[config.mk]
export PLATFORM = sky130hd
export DESIGN_NAME = scan_unload_ser_flat
export DESIGN_NICKNAME = d
export VERILOG_FILES = /design/src/rtl/scan_unload_pkg.sv /design/src/rtl/scan_unload_ser_if.sv /design/src/rtl/scan_unload_bitsel.sv /design/src/rtl/scan_unload_ser.sv /design/src/flat_wrapper.sv
export SDC_FILE = /design/constraint.sdc
export NUM_CORES = 1
export LEC_CHECK = 0
export ABC_AREA = 1
export CORE_MARGIN = 4
export CORE_UTILIZATION = 25
export DETAILED_ROUTE_END_ITERATION = 16
export PLACE_DENSITY = 0.54
export SLEW_MARGIN = 10
export SYNTH_ARGS = -nofsm -noshare
export SYNTH_HDL_FRONTEND = slang
export SYNTH_SLANG_ARGS = --single-unit
[constraint.sdc]
create_clock -name CLK -period 1.3 [get_ports CLK]
set_input_delay 0.195 -clock CLK [delete_from_list [all_inputs] [get_ports CLK]]
set_output_delay 0.195 -clock CLK [all_outputs]
set_load 0.01 [all_outputs]
[src/rtl/scan_unload_pkg.sv]
// Shared types and helpers for the scan unload serializer.
// Parity slot is present when SCAN_UNLOAD_PARITY_EN is defined.
package scan_unload_pkg;

    typedef enum logic [0:0] {
        IDLE  = 1'b0,
        SHIFT = 1'b1
    } state_e;

    localparam logic [0:0] ST_IDLE  = IDLE;
    localparam logic [0:0] ST_SHIFT = SHIFT;

`ifdef SCAN_UNLOAD_PARITY_EN
    localparam bit PARITY_EN = 1'b1;
`else
    localparam bit PARITY_EN = 1'b0;
`endif

    localparam int unsigned MAX_WIDTH = 64;
    localparam int unsigned MAX_CNT_W = $clog2(MAX_WIDTH + 1);

    // The counter must reach WIDTH so the parity slot can be addressed.
    function automatic int unsigned cnt_width(input int unsigned width);
        return $clog2(width + 32'd1);
    endfunction

    function automatic int unsigned frame_len(input int unsigned width, input bit parity_en);
        return width + (parity_en ? 32'd1 : 32'd0);
    endfunction

    function automatic logic even_parity64(input logic [63:0] word);
        return ^word;
    endfunction

endpackage

[src/rtl/scan_unload_ser_if.sv]
// Load handshake and serial output bundle of the scan unload serializer.
interface scan_unload_ser_if #(
    parameter int unsigned WIDTH = 8
);
    logic [WIDTH-1:0] D;
    logic             LOAD_VALID;
    logic             LOAD_READY;
    logic             SHIFT_EN;
    logic             SO;
    logic             SO_VALID;
    logic             SO_LAST;
    logic             BUSY;

    modport master (
        output D, LOAD_VALID, SHIFT_EN,
        input  LOAD_READY, SO, SO_VALID, SO_LAST, BUSY
    );

    modport slave (
        input  D, LOAD_VALID, SHIFT_EN,
        output LOAD_READY, SO, SO_VALID, SO_LAST, BUSY
    );
endinterface

[src/rtl/scan_unload_bitsel.sv]
// Picks the frame bit addressed by a slot counter: data bits in LSB- or
// MSB-first order, then the parity slot when SCAN_UNLOAD_PARITY_EN is defined.
module scan_unload_bitsel #(
    parameter int unsigned WIDTH     = 8,
    parameter bit          LSB_FIRST = 1'b1,
    parameter int unsigned CW        = 4
) (
    input  logic [WIDTH-1:0] word_i,
    input  logic [CW-1:0]    cnt_i,
`ifdef SCAN_UNLOAD_PARITY_EN
    input  logic             par_i,
`endif
    output logic             bit_o
);
    localparam logic [CW-1:0] MSB_IDX    = CW'(WIDTH - 1);
    localparam logic [CW-1:0] DATA_SLOTS = CW'(WIDTH);

    logic [CW-1:0]    idx_s;
    logic [WIDTH-1:0] shifted_s;

    // Slot-to-bit selection; slots at or beyond WIDTH carry parity (or 0).
    always_comb begin
        idx_s     = cnt_i;
        shifted_s = word_i;
        bit_o     = 1'b0;
        if (LSB_FIRST) begin
            idx_s = cnt_i;
        end else begin
            idx_s = MSB_IDX - cnt_i;
        end
        shifted_s = word_i >> idx_s;
        if (cnt_i >= DATA_SLOTS) begin
`ifdef SCAN_UNLOAD_PARITY_EN
            bit_o = par_i;
`else
            bit_o = 1'b0;
`endif
        end else begin
            bit_o = shifted_s[0];
        end
    end
endmodule

[src/rtl/scan_unload_ser.sv]
// Parallel-in / serial-out scan unload transmitter with valid/ready load and
// SHIFT_EN flow control. Define SCAN_UNLOAD_PARITY_EN to append an even-parity slot.
module scan_unload_ser
    import scan_unload_pkg::*;
#(
    parameter int unsigned WIDTH     = 8,
    parameter bit          LSB_FIRST = 1'b1
) (
    input  logic             CLK,
    input  logic             RN,
    scan_unload_ser_if.slave bus
);
    localparam int unsigned   CW        = cnt_width(WIDTH);
    localparam int unsigned   FLEN      = frame_len(WIDTH, PARITY_EN);
    localparam logic [CW-1:0] LAST_SLOT = CW'(FLEN - 1);

    logic [0:0]       state_q, state_d;
    logic [WIDTH-1:0] word_q, word_d;
    logic [CW-1:0]    cnt_q, cnt_d;
    logic             so_q, so_d;
    logic             so_valid_q, so_valid_d;
    logic             so_last_q, so_last_d;
`ifdef SCAN_UNLOAD_PARITY_EN
    logic             par_q, par_d;
    logic             sel_par_s;
`endif

    logic             load_ready_s;
    logic             accept_s;
    logic             advance_s;
    logic             finish_s;
    logic [WIDTH-1:0] sel_word_s;
    logic [CW-1:0]    sel_cnt_s;
    logic             sel_bit_s;

    assign load_ready_s = (state_q == ST_IDLE) | (so_last_q & bus.SHIFT_EN);
    assign accept_s     = bus.LOAD_VALID & load_ready_s;
    assign advance_s    = (state_q == ST_SHIFT) & bus.SHIFT_EN & ~so_last_q;
    assign finish_s     = so_last_q & bus.SHIFT_EN;

    // A fresh load addresses slot 0 of D; otherwise the next slot of the held word.
    always_comb begin
        sel_word_s = word_q;
        sel_cnt_s  = cnt_q + CW'(1);
`ifdef SCAN_UNLOAD_PARITY_EN
        sel_par_s  = par_q;
`endif
        if (accept_s) begin
            sel_word_s = bus.D;
            sel_cnt_s  = {CW{1'b0}};
`ifdef SCAN_UNLOAD_PARITY_EN
            sel_par_s  = even_parity64(64'(bus.D));
`endif
        end else begin
            sel_word_s = word_q;
        end
    end

    scan_unload_bitsel #(
        .WIDTH     (WIDTH),
        .LSB_FIRST (LSB_FIRST),
        .CW        (CW)
    ) u_bitsel (
        .word_i (sel_word_s),
        .cnt_i  (sel_cnt_s),
`ifdef SCAN_UNLOAD_PARITY_EN
        .par_i  (sel_par_s),
`endif
        .bit_o  (sel_bit_s)
    );

    // Frame sequencing: load (including back-to-back), advance, or end of frame.
    always_comb begin
        state_d    = state_q;
        word_d     = word_q;
        cnt_d      = cnt_q;
        so_d       = so_q;
        so_valid_d = so_valid_q;
        so_last_d  = so_last_q;
`ifdef SCAN_UNLOAD_PARITY_EN
        par_d      = par_q;
`endif
        if (accept_s) begin
            state_d    = ST_SHIFT;
            word_d     = bus.D;
            cnt_d      = {CW{1'b0}};
            so_d       = sel_bit_s;
            so_valid_d = 1'b1;
            so_last_d  = (sel_cnt_s == LAST_SLOT);
`ifdef SCAN_UNLOAD_PARITY_EN
            par_d      = sel_par_s;
`endif
        end else if (advance_s) begin
            cnt_d      = sel_cnt_s;
            so_d       = sel_bit_s;
            so_last_d  = (sel_cnt_s == LAST_SLOT);
        end else if (finish_s) begin
            state_d    = ST_IDLE;
            word_d     = {WIDTH{1'b0}};
            cnt_d      = {CW{1'b0}};
            so_d       = 1'b0;
            so_valid_d = 1'b0;
            so_last_d  = 1'b0;
`ifdef SCAN_UNLOAD_PARITY_EN
            par_d      = 1'b0;
`endif
        end else begin
            state_d    = state_q;
        end
    end

    // State and output registers.
    always_ff @(posedge CLK or negedge RN) begin
        if (!RN) begin
            state_q    <= ST_IDLE;
            word_q     <= {WIDTH{1'b0}};
            cnt_q      <= {CW{1'b0}};
            so_q       <= 1'b0;
            so_valid_q <= 1'b0;
            so_last_q  <= 1'b0;
`ifdef SCAN_UNLOAD_PARITY_EN
            par_q      <= 1'b0;
`endif
        end else begin
            state_q    <= state_d;
            word_q     <= word_d;
            cnt_q      <= cnt_d;
            so_q       <= so_d;
            so_valid_q <= so_valid_d;
            so_last_q  <= so_last_d;
`ifdef SCAN_UNLOAD_PARITY_EN
            par_q      <= par_d;
`endif
        end
    end

    assign bus.LOAD_READY = load_ready_s;
    assign bus.SO         = so_q;
    assign bus.SO_VALID   = so_valid_q;
    assign bus.SO_LAST    = so_last_q;
    assign bus.BUSY       = so_valid_q;
endmodule

[src/flat_wrapper.sv]
// flat-port wrapper written by rule: the top's interface ports become plain ports
module scan_unload_ser_flat import scan_unload_pkg::*;
#(
    parameter int unsigned WIDTH     = 8,
    parameter bit          LSB_FIRST = 1'b1
)
  (CLK, RN, bus_D, bus_LOAD_VALID, bus_SHIFT_EN, bus_LOAD_READY, bus_SO, bus_SO_VALID, bus_SO_LAST, bus_BUSY);
  scan_unload_ser_if #(.WIDTH(WIDTH)) bus_i ();
  input  logic CLK;
  input  logic RN;
  input wire logic [$bits(bus_i.D)-1:0] bus_D;
  input wire logic [$bits(bus_i.LOAD_VALID)-1:0] bus_LOAD_VALID;
  input wire logic [$bits(bus_i.SHIFT_EN)-1:0] bus_SHIFT_EN;
  output wire logic [$bits(bus_i.LOAD_READY)-1:0] bus_LOAD_READY;
  output wire logic [$bits(bus_i.SO)-1:0] bus_SO;
  output wire logic [$bits(bus_i.SO_VALID)-1:0] bus_SO_VALID;
  output wire logic [$bits(bus_i.SO_LAST)-1:0] bus_SO_LAST;
  output wire logic [$bits(bus_i.BUSY)-1:0] bus_BUSY;
  assign bus_i.D = bus_D;
  assign bus_i.LOAD_VALID = bus_LOAD_VALID;
  assign bus_i.SHIFT_EN = bus_SHIFT_EN;
  assign bus_LOAD_READY = bus_i.LOAD_READY;
  assign bus_SO = bus_i.SO;
  assign bus_SO_VALID = bus_i.SO_VALID;
  assign bus_SO_LAST = bus_i.SO_LAST;
  assign bus_BUSY = bus_i.BUSY;
  scan_unload_ser #(.WIDTH(WIDTH), .LSB_FIRST(LSB_FIRST)) u_core (.CLK(CLK), .RN(RN), .bus(bus_i));
endmodule
# ---- After elaboration in Yosys (flattened, before gate mapping)
# Index checks and enable logic that the tools add are counted.
dict set report word_totals {
  reg_bits 15
  latch_bits 0
  ram_bits 0
  rom_bits 0
  inputBits 12
  output_inout_bits 5
  word_cells 36
  memories 0
}
dict set report classes {
  addsub 1
  multipliers 0
  n_div 0
  order_cmp 1
  eq_ne 2
  shifts 1
  n_mux 16
  bitwise 7
  reduce_logical 3
}
# operator count
set ops {}
lappend ops {{8-bit 2-to-1 mux} 4}
lappend ops {{4-bit 2-to-1 mux} 4}
lappend ops {{1-bit 2-to-1 mux} 8}
lappend ops {{8-bit by 4-bit >> shifter with 1-bit output} 1}
lappend ops {{4-bit by 1-bit adder with 4-bit output, second input constant} 1}
lappend ops {{1-bit bitwise AND} 4}
lappend ops {{4-bit by 3-bit == test with 1-bit output, second input constant} 1}
lappend ops {{4-bit greater-or-equal comparator, second input constant} 1}
lappend ops {{3-bit nonzero test} 1}
lappend ops {{2-bit by 1-bit inequality test with 1-bit output, second input constant} 1}
lappend ops {{1-bit inverter} 2}
lappend ops {{2-bit AND reduction} 1}
lappend ops {{2-bit nonzero test} 1}
lappend ops {{1-bit OR} 1}

# ---- Logic depth before layout (Yosys ltp)
# Gate-level depths: netlist of run 1.
dict set report logic_depth {
  depth_word 8
  ltp_mapped 10
  depth_no_buf 10
}

# ---- Hierarchy
# A second synthesis of run 1 with hierarchy kept.
dict set report hier_totals {
  cells_unflattened 134
  area_unflattened_um2 960.9
}
# module n_inst cells_each area_each_um2 seq_area_each_um2
set modules_own_cells {}
lappend modules_own_cells {scan_unload_ser 1 106 849.6 375.4}
lappend modules_own_cells {scan_unload_bitsel 1 28 111.4 0.0}

# ---- Worst setup path before layout of run 1
# OpenSTA, ideal clock, no wires.
dict set report synth_path {
  kind {register to register}
  from {register u_core.so_last_q (netlist: u_core.bus.SO_LAST)}
  to {register u_core.so_q (netlist: u_core.bus.SO)}
  setup_ns 0.117
  t_arrival_ns 1.143
  t_required_ns 1.183
  path_slack_ns 0.039
  stages_incl_launch_ff 10
  n_path_buf 1
  period_less_slack_ns 1.261
  path_cell_list {dfrtp_1 -> nand2_2 -> nand2_4 -> nand2_4 -> buf_6 -> nand3_1 -> nand3_1 -> nand3_1 -> nand3_1 -> nand2_1}
}
dict set report synth_via {
  elab_chain_cells 8
  word_cells_on_any_way 13
  classes_between {order compare (1); shift (1); mux (5); bitwise (5); reduce/logical (1)}
}
# element line
set synth_rtl {}
lappend synth_rtl {{start: declaration} scan_unload_ser.sv:22} ;# logic so_last_q, so_last_d;
lappend synth_rtl {{start signal: assignment} scan_unload_ser.sv:130} ;# so_last_q <= so_last_d;
lappend synth_rtl {{1-bit bitwise AND *} scan_unload_ser.sv:36} ;# assign load_ready_s = (state_q == ST_IDLE) | (so_last_q & bus.SHIFT_EN);
lappend synth_rtl {{1-bit OR *} scan_unload_ser.sv:36}
lappend synth_rtl {{via bus_LOAD_READY} flat_wrapper.sv:14} ;# output wire logic [$bits(bus_i.LOAD_READY)-1:0] bus_LOAD_READY;
lappend synth_rtl {{1-bit bitwise AND *} scan_unload_ser.sv:37} ;# assign accept_s = bus.LOAD_VALID & load_ready_s;
lappend synth_rtl {{8-bit 2-to-1 mux / 4-bit 2-to-1 mux (equally long branches)} scan_unload_ser.sv:48} ;# if (accept_s) begin
lappend synth_rtl {{8-bit by 4-bit >> shifter with 1-bit output / 4-bit greater-or-equal comparator (equally long branches)} {scan_unload_bitsel.sv:31, scan_unload_bitsel.sv:32}}
lappend synth_rtl {{1-bit 2-to-1 mux} scan_unload_bitsel.sv:32} ;# if (cnt_i >= DATA_SLOTS) begin
lappend synth_rtl {{1-bit 2-to-1 mux} scan_unload_ser.sv:93} ;# end else if (advance_s) begin
lappend synth_rtl {{1-bit 2-to-1 mux} scan_unload_ser.sv:83} ;# if (accept_s) begin
lappend synth_rtl {{end signal: assignment} scan_unload_ser.sv:118} ;# so_q <= 1'b0;
lappend synth_rtl {{end signal: assignment} scan_unload_ser.sv:128} ;# so_q <= so_d;
lappend synth_rtl {{end: declaration} scan_unload_ser.sv:20} ;# logic so_q, so_d;
# Mark *: on every way through the listed nets, which the timed path passes. The rest lies on a longest branch.
# A chain may end at the register's enable or synchronous reset.

# ---- Worst setup path in the final report of run 1
dict set report layout_path {
  from {register u_core.so_last_q (netlist: u_core.bus.SO_LAST)}
  to {register u_core.so_q (netlist: u_core.bus.SO)}
}
dict set report layout_via {
  elab_chain_cells 8
  word_cells_on_any_way 13
  classes_between {order compare (1); shift (1); mux (5); bitwise (5); reduce/logical (1)}
}
# element line
set layout_rtl {}
lappend layout_rtl {{1-bit bitwise AND} {scan_unload_ser.sv:36, scan_unload_ser.sv:39}}
lappend layout_rtl {{1-bit OR} scan_unload_ser.sv:36}
lappend layout_rtl {{1-bit bitwise AND} scan_unload_ser.sv:37}
lappend layout_rtl {{8-bit 2-to-1 mux / 4-bit 2-to-1 mux (equally long branches)} scan_unload_ser.sv:48}
lappend layout_rtl {{8-bit by 4-bit >> shifter with 1-bit output / 4-bit greater-or-equal comparator (equally long branches)} {scan_unload_bitsel.sv:31, scan_unload_bitsel.sv:32}}
lappend layout_rtl {{1-bit 2-to-1 mux} scan_unload_bitsel.sv:32}
lappend layout_rtl {{1-bit 2-to-1 mux} scan_unload_ser.sv:93}
lappend layout_rtl {{1-bit 2-to-1 mux} scan_unload_ser.sv:83}
# Several ways; a longest one is shown, not always the timed one.

==> results of run 1 <==
## cell usage in the layout (no fill, tap or decap), types with 2 or more instances in the layout
cell / netlist / layout
o21ai_0: 10 / 4
dlygate4sd2_1: 0 / 3
dfrtp_1: 15 / 15
nand2_8: 0 / 2
nand2_1: 29 / 28
o21ai_1: 1 / 6
nor2_1: 7 / 6
clkdlybuf4s50_1: 0 / 10
nand3_2: 0 / 6
nand2_4: 2 / 3
buf_6: 2 / 2
buf_4: 1 / 14
clkbuf_4: 0 / 3
nand3_1: 15 / 9
inv_1: 13 / 13
nand2_2: 3 / 2
## worst register-to-register path, delay by kind of cell (launching register included)
family / cells / cell delay, ps
buf+inv: 2 / 260
simple gates: 8 / 610
flops: 1 / 400
## cell type report
type                       count  area [µm²]
fill                         320        1850
multi-input combinational     73         435
sequential                    15         375
timing repair buffer          32         282
inverter                      14        55.1
tap                           44        55.1
clock buffer                   4        26.3
## kinds of logic after synthesis
family | count (synthesis) | synth area share
AOI/OAI and AO/OA | 12 | 0.0757
xor gates and xnor gates | 1 | 0.0108
adders and majority gates | 1 | 0.0155
buffers and inverters | 17 | 0.102
DFF | 15 | 0.464
and+or+nand+nor | 58 | 0.332
## registers in the layout, summed over array words and instances, names as in the netlist
signal and count:
u_core.bus.BUSY 1, u_core.word_q 8, u_core.cnt_q 4, u_core.bus.SO 1, u_core.bus.SO_LAST 1
## cells in the mapped netlist
library cell / instances
buf_4: 1
buf_6: 2
dfrtp_1: 15
ha_1: 1
inv_1: 13
inv_2: 1
nand2_1: 29
nand2_2: 3
nand2_4: 2
nand3_1: 15
nand4_1: 1
nor2_1: 7
nor2_4: 1
o21ai_0: 10
o21ai_1: 1
o22ai_1: 1
xor2_1: 1
## per-layer routing
layer  track usage  wire [µm]
met5             0          0
met4        0.0554         41
met3        0.0173         61
met2         0.156        960
met1         0.123        886
## metrics by stage
stage	utilization	cells
after global routing	0.399	182
final	0.399	182
after floorplan	-	104
after global placement	0.352	173
after detailed placement	0.352	173
after CTS	0.367	179
## what timing repair did
| item | in CTS | in global routing |
|---|---|---|
| endpoints found under the setup margin | 6 | 14 |
| pin swaps | 0 | 4 |
| setup buffers | 2 | 2 |
| hold buffers | 0 | 0 |
| resized for setup | 11 | 22 |
| cloned | 0 | 1 |
## how the worst max path moves through the flow
stage,startpoint,end,cells past startpoint
2_1_floorplan,u_core.bus.SO_LAST$_DFFE_PN0P_,u_core.bus.SO$_DFFE_PN0P_,9
3_3_place_gp,bus_SHIFT_EN,bus_LOAD_READY,4
3_5_place_dp,bus_SHIFT_EN,bus_LOAD_READY,4
4_1_cts,u_core.bus.SO_LAST$_DFFE_PN0P_,u_core.bus.SO$_DFFE_PN0P_,11
5_1_grt,u_core.bus.SO_LAST$_DFFE_PN0P_,u_core.bus.SO$_DFFE_PN0P_,11
6_report,u_core.bus.SO_LAST$_DFFE_PN0P_,u_core.bus.SO$_DFFE_PN0P_,10
## power by group through the flow
stage / Sequential [µW] / Clock, µW / Combinational, µW
2_1_floorplan: 789 / 0 / 928
3_3_place_gp: 780 / 0 / 1440
3_5_place_dp: 789 / 0 / 1460
4_1_cts: 766 / 279 / 1490
5_1_grt: 791 / 297 / 1990
6_report: 763 / 269 / 1760
==> results_dict.tcl, run 1 <==
set metrics [dict create \
    outcome "finished, violations left" \
    violations "setup timing" \
    internal_power_uw 1570 \
    grt_pass1_vias 720 \
    antenna_found_initial 0 \
    power_frac_comb 0.631 \
    clock-root-buffer "clkbuf_4" \
    die_w_um 64.9 \
    synth_seq_cells 15 \
    die_y_um 64.9 \
    p_clk_frac 0.096 \
    cp.required_ps 1480 \
    area_growth_pct 51.8 \
    timing.rr.end "u_core.bus.SO$_DFFE_PN0P_" \
    rr_worst_depth 10 \
    swShare 0.440 \
    dp_worst_setup_slack_ps -306 \
    syn_nets 117 \
    rrSetupSlack_ps -60 \
    ys_seq_area_frac 0.464 \
    drt_iter0_drc 19 \
    path_buf_inv 2 \
    avgSynthCellArea_um2 7.78 \
    cp_cell_sequence "buf_6, nand2_4, nand2_8, buf_6, nand3_1, nand2_1, nand3_1, nand3_1, nand3_2, nand2_1" \
    power_frac_seq 0.273 \
    initial_core_util 0.263 \
    core.rowCount 20 \
    p_leak_uw 0.000626 \
    report.final.slew_viol_count 0 \
    worst_slew_pin_slew_ps 505 \
    clock_path_buffers 2 \
    finalSetupTns_ps -105 \
    period_needed_ps 1360 \
    finalHoldViolations 0 \
    layout.cell_area.non_filler_um2 1230 \
    grt_pass1_wl_um 3150 \
    max_slew_margin 0.662 \
    vias 773 \
    syn_inst 104 \
    cts_sinks 15 \
    yosysTopAreaCell "dfrtp_1" \
    fin_hold_ws_ps 223 \
    yosysTopAreaCellShare 0.464 \
    diodes 0 \
    yosys_warnings 0 \
    place_hpwl_um 1420 \
    rsz0062_at_grt "yes" \
    r2r-start "u_core.bus.SO_LAST$_DFFE_PN0P_" \
    max_freq_ghz 0.733 \
    peakVddDrop_mv 0.655 \
    fin_nets 152 \
    wl_um 1950 \
    synth.area.top_cells "dfrtp_1 (46%), nand2_1 (13%), nand3_1 (9.3%)" \
    die_area_um2 4210 \
    portBuffers 16 \
    wl_per_cell_um 10.7 \
    power_density_nw_per_um2 2280 \
    io_pins 17 \
    clk_latency_ps 280 \
    worstSetupPathType "flop to flop" \
    globalRouteTotalUtil 0.0977 \
    total_power_uw 2800 \
    cap_violations 0 \
    h-tree-depth 1 \
    cts_buffers 3 \
    min_period_over_period 1.05 \
    firstDrtPassIters 4 \
    critPathArrivalTime_ps 1550 \
    hold_class "input pin to async pin" \
    setup_viol 4 \
    clock-skew-final_ps 1.91 \
    endpoint_kind "flop" \
    switching_power_uw 1230 \
    core_area_um2 3080 \
    syn-cell-area_um2 810 \
    synth.distinct_cells 17 \
    grt_max_degree 16 \
    drive_gt1_frac 0.275 \
    gp_congestion 0.781 \
    cts_tree "built" \
    placed_area_um2 1080 \
    setup_ws_ps -65.0 \
    ant_nets 0 \
    drc 0 \
    clk_pin_slew_ps 90 \
    cp_common_cell "nand3_1" \
    drt-vias-per-instance 4.25 \
    cp_top_family "simple AND/OR/NAND/NOR gates" \
    grt-ovfl-total 0 \
    cpPeakStageDelay_ps 400 \
    cpMaxStageDelayCell "dfrtp_1" \
    cp_max_fo 5 \
    crit_path_start_kind "flop" \
]
Note: power is estimated with default switching activity, not from simulation.
==> inputs of run 2 (changes only) <==
CORE_UTILIZATION = 43   (was 25)
HOLD_SLACK_MARGIN = 0.08   (was unset)
PLACE_DENSITY = 0.69   (was 0.54)
==> run 2 against run 1 <==
The flow still finishes with violations (setup timing). Die area is 37% lower. Combinational power is 6% lower. Global-route usage is 4.6 points higher.
==> results_dict.tcl, run 2 (synthesized netlist as in run 1, its figures left out) <==
set metrics [dict create \
    swShare 0.442 \
    crit_start "u_core.cnt_q[0]$_DFFE_PN0P_" \
    grt_pass1_wl_um 2820 \
    io_pins 17 \
    antenna_found_initial 0 \
    internal_power_uw 1500 \
    place_hpwl_um 1360 \
    final_cell_mix "nand2_1 (28), dfrtp_1 (15), inv_1 (13), buf_4 (13), nand3_1 (12)" \
    max_freq_ghz 0.761 \
    cp_cell_sequence "ha_1, nand2_2, nor2_1, nand2_1, nand3_2, nand3_2, nand2_1" \
    firstDrtPassIters 4 \
    die_y_um 51.4 \
    rrSetupSlack_ps -10 \
    rsz0062_at_grt "yes" \
    cp_max_fo 5 \
    min_period_over_period 1.01 \
    crit_path_start_kind "flop" \
    area_growth_pct 43.3 \
    globalRouteTotalUtil 0.144 \
    ant_nets 0 \
    peakVddDrop_mv 1.26 \
    power_frac_comb 0.617 \
    rr_worst_depth 7 \
    p_clk_frac 0.098 \
    hold_buffers 0 \
    setup_ws_ps -14.4 \
    clock_path_buffers 2 \
    setup_viol 1 \
    diodes 0 \
    grt_max_degree 16 \
    p_leak_uw 0.000597 \
    grt_pass1_vias 659 \
    grt-ovfl-total 0 \
    cp.required_ps 1470 \
    power_density_nw_per_um2 2330 \
    largest_register_ff_count 8 \
    utilization 0.657 \
    cpMaxStageDelayCell "dfrtp_1" \
    finalSetupTns_ps -14.4 \
    clock-root-buffer "clkbuf_4" \
    cts_tree "built" \
    path_buf_inv 0 \
    report.final.slew_viol_count 0 \
    reg_top3 "u_core.word_q: 8 flops, u_core.cnt_q: 4 flops" \
    cts_buffers 3 \
    dp_worst_setup_slack_ps -275 \
    switching_power_uw 1190 \
    gp_congestion 0.811 \
    violations "setup timing" \
    largest_register "u_core.word_q" \
    initial_core_util 0.459 \
    placed_area_um2 1060 \
    endpoint_kind "flop" \
    clk_pin_slew_ps 90 \
    max_slew_margin 0.768 \
    drive_gt1_frac 0.235 \
    timing.rr.end "u_core.bus.SO$_DFFE_PN0P_" \
    fillers 171 \
    cpPeakStageDelay_ps 400 \
    wl_per_cell_um 11.3 \
    core_area_um2 1760 \
    drt_iter0_drc 14 \
    die_area_um2 2640 \
    worst_slew_pin_slew_ps 346 \
    hold_class "input pin to async pin" \
    power_frac_seq 0.285 \
    drt-vias-per-instance 4.73 \
    cap_violations 0 \
    portBuffers 16 \
    cp_top_family "simple AND/OR/NAND/NOR gates" \
    critPathArrivalTime_ps 1490 \
    drc 0 \
    h-tree-depth 1 \
    wl_um 1820 \
    vias 761 \
    finalHoldViolations 0 \
    r2r-start "u_core.cnt_q[0]$_DFFE_PN0P_" \
    outcome "finished, violations left" \
    worstSetupPathType "flop to flop" \
    layout.cell_area.non_filler_um2 1160 \
    die_w_um 51.4 \
    period_needed_ps 1310 \
    clock-skew-final_ps 5.40 \
    core.rowCount 15 \
    fin_nets 150 \
    cts_sinks 15 \
    fin_hold_ws_ps 223 \
    clk_latency_ps 280 \
    final_common_cell "nand2_1" \
]
==> run 2: cell count changes in the layout (fill, tap and decap cells not counted), sizes merged <==
cell	delta
clkdlybuf4s15	-1
dlygate4sd2	+1
dlymetal6s2s	-1
buf	-2
clkdlybuf4s50	+1
==> run 2: cell type report <==
cell class	instances	area, µm²	share of cell area
inverters	14	55.1	0.0475
multi-input cells	73	413	0.356
well taps	25	31.3	0.0270
repair buffers	30	259	0.223
clock buffers	4	26.3	0.0227
flip-flops and latches	15	375	0.324
==> run 2: timing repair <==
item | in CTS | in global routing
pin swaps | 0 | 11
endpoints found under the setup margin | 6 | 7
gates cloned | 0 | 1
gates resized for setup | 10 | 13
setup buffers | 1 | 1
==> run 2: worst max-delay path by stage <==
stage               depth (start not counted)                         to
floorplan                                   9  u_core.bus.SO$_DFFE_PN0P_
global placement                            4             bus_LOAD_READY
detailed placement                          4             bus_LOAD_READY
CTS                                        10  u_core.bus.SO$_DFFE_PN0P_
global route                               10  u_core.bus.SO$_DFFE_PN0P_
finish                                      7  u_core.bus.SO$_DFFE_PN0P_
==> run 2: power by group through the flow <==
| stage | clock network [µW] | logic, µW | registers, µW |
|---|---|---|---|
| 3_5_place_dp | 0 | 1440 | 792 |
| 4_1_cts | 268 | 1460 | 769 |
| 2_1_floorplan | 0 | 928 | 789 |
| 6_report | 266 | 1660 | 768 |
| 3_3_place_gp | 0 | 1400 | 780 |
| 5_1_grt | 303 | 1850 | 789 |
==> run 2: through the flow <==
step | power, µW | std cells
2_1_floorplan | 1720 | 104
3_3_place_gp | 2180 | 154
3_5_place_dp | 2230 | 154
5_1_grt | 2940 | 161
6_report | 2700 | 161
4_1_cts | 2500 | 159
==> run 2: per-layer routing <==
layer / track usage / share of wire / wire length, µm / vias up
met3: 0.0262 / 0.027 / 50 / 2
met4: 0.0524 / 0.0077 / 14 / 0
met1: 0.188 / 0.45 / 827 / 357
li1: - / - / - / 393
met2: 0.235 / 0.51 / 927 / 9
met5: 0 / 0 / 0 / -
==> inputs of run 3 (changes only) <==
GPL_TIMING_DRIVEN = 0   (was unset)
clock period = 1.5 ns   (was 1.3 ns; I/O delays follow)
==> run 3 against run 2 <==
The run now ends clean. Die area unchanged. Sequential power down 13%. Clock power down 8.6%. Critical endpoint is now bus_SO_LAST. Largest cell class is now sequential cells.
==> results_dict.tcl, run 3 (synthesized netlist as in run 1, its figures left out) <==
set metrics [dict create \
    use_met3 0.0350 \
    met1_usage 0.194 \
    drc 0 \
    worstSetupPathType "flop to output port" \
    clock-skew-final_ps 1.63 \
    grt_pass1_vias 664 \
    reg_top3 "u_core.word_q: 8 flops, u_core.cnt_q: 4 flops" \
    die_area_um2 2640 \
    cp.required_ps 1270 \
    final_cell_mix "nand2_1 (29), nand3_1 (15), clkdlybuf4s50_1 (14), dfrtp_1 (14), inv_1 (13)" \
    drt_iter0_drc 9 \
    outcome "complete, no violations" \
    gr-usage-met2 0.235 \
    dp_worst_setup_slack_ps -222 \
    firstDrtPassIters 4 \
    max_slew_margin 0.529 \
    die_w_um 51.4 \
    h-tree-depth 1 \
    fin_nets 140 \
    cts_tree "built" \
    gp_congestion 0.831 \
    vias 727 \
    cp_top_family "buffers and inverters" \
    max_freq_ghz 0.684 \
    cpPeakStageDelay_ps 550 \
    largest_register_ff_count 8 \
    hold_buffers 0 \
    clk_pin_slew_ps 90 \
    cp_cell_sequence "clkdlybuf4s50_1" \
    io_pins 17 \
    rsz0062_at_grt "no" \
    p_leak_uw 0.000537 \
    ant_nets 0 \
    finalHoldViolations 0 \
    initial_core_util 0.459 \
    worst_slew_pin_slew_ps 705 \
    path_buf_inv 1 \
    drt-vias-per-instance 4.81 \
    cpMaxStageDelayCell "clkdlybuf4s50_1" \
    die_y_um 51.4 \
    min_period_over_period 0.975 \
    diodes 0 \
    fin_hold_ws_ps 352 \
    critPathArrivalTime_ps 1240 \
    utilization 0.596 \
    crit_path_start_kind "flop" \
    clk_latency_ps 290 \
    grt_max_degree 16 \
    peakVddDrop_mv 1.06 \
    place_hpwl_um 1290 \
    grt-ovfl-total 0 \
    cts_sinks 15 \
    grt.busiest_layer "met2" \
    endpoint_kind "output port" \
    clock-root-buffer "clkbuf_4" \
    portBuffers 16 \
    area_growth_pct 29.8 \
    antenna_found_initial 0 \
    wl_um 1740 \
    cts_buffers 3 \
    drive_gt1_frac 0.127 \
    globalRouteTotalUtil 0.146 \
    core.rowCount 15 \
    clock_path_buffers 2 \
    largest_register "u_core.word_q" \
    period_needed_ps 1460 \
    cp_max_fo 3 \
    setup_viol 0 \
    setup_ws_ps 38.1 \
    power_density_nw_per_um2 2010 \
    report.final.slew_viol_count 0 \
    final_common_cell "nand2_1" \
    cap_violations 0 \
    wl_per_cell_um 11.5 \
    grt_pass1_wl_um 2880 \
    core_area_um2 1760 \
    hold_class "input pin to async pin" \
]
-- run 3: cell types whose count changed in the layout (fill, tap and decap cells not counted), moves of 3 or more --
| cell | delta |
|---|---|
| buf_4 | -10 |
| clkdlybuf4s50_1 | +3 |
| dlygate4sd2_1 | -3 |
| nand3_1 | +3 |
| nand3_2 | -3 |
| o21ai_0 | +4 |
| o21ai_1 | -4 |
-- run 3: path summary, 6_finish.rpt --
| path | from | endpoint | cells after the start | slack, ps |
|---|---|---|---|---|
| setup / recovery | u_core.bus.SO_LAST$_DFFE_PN0P_ | bus_SO_LAST | 1 | 40 |
| hold reg to reg | u_core.bus.SO$_DFFE_PN0P_ | u_core.bus.SO$_DFFE_PN0P_ | 2 | 500 |
| min in group CLK | bus_D[3] | u_core.word_q[3]$_DFFE_PN0P_ | 3 | 460 |
| hold / removal | RN | u_core.word_q[0]$_DFFE_PN0P_ | 1 | 350 |
| max in group asynchronous | RN | u_core.bus.BUSY$_DFFE_PN0P_ | 1 | 660 |
| setup reg to reg | u_core.bus.BUSY$_DFFE_PN0P_ | u_core.bus.SO$_DFFE_PN0P_ | 10 | 120 |
-- run 3: report_power, final --
group	switching (µW)	total [µW]	internal [µW]	leakage [µW]
Combinational	690	1200	506	0.000334
Clock	140	243	103	0.0000150
Sequential	88.7	672	584	0.000188
-- run 3: layer usage --
layer / share of wire / up-vias
li1: - / 375
met1: 0.45 / 335
met2: 0.49 / 14
met3: 0.055 / 3
met4: 0.0075 / 0
met5: 0 / -
-- run 3: area by class of cell --
type                    count  area [µm²]
fillers                   173         713
flip-flops and latches     15         377
multi-input cells          72         360
repair buffers             18         174
inverters                  14        52.6
well taps                  25        31.3
plain buffers               3        30.0
clock buffers               4        26.3
-- run 3: what timing repair did --
action	in CTS	in global routing
pin swaps	0	1
gates resized for setup	3	2
endpoints found under the setup margin	3	3
buffers inserted	1	1
-- run 3: per-stage QoR --
step	power (µW)	cell area, µm²	instances	setup TNS, ps
floorplan	1490	810	104	0
global placement	1810	1000	145	-984
detailed placement	1850	1000	145	-1130
CTS	2080	1030	150	0
global route	2320	1050	151	0
finish	2110	1050	151	0
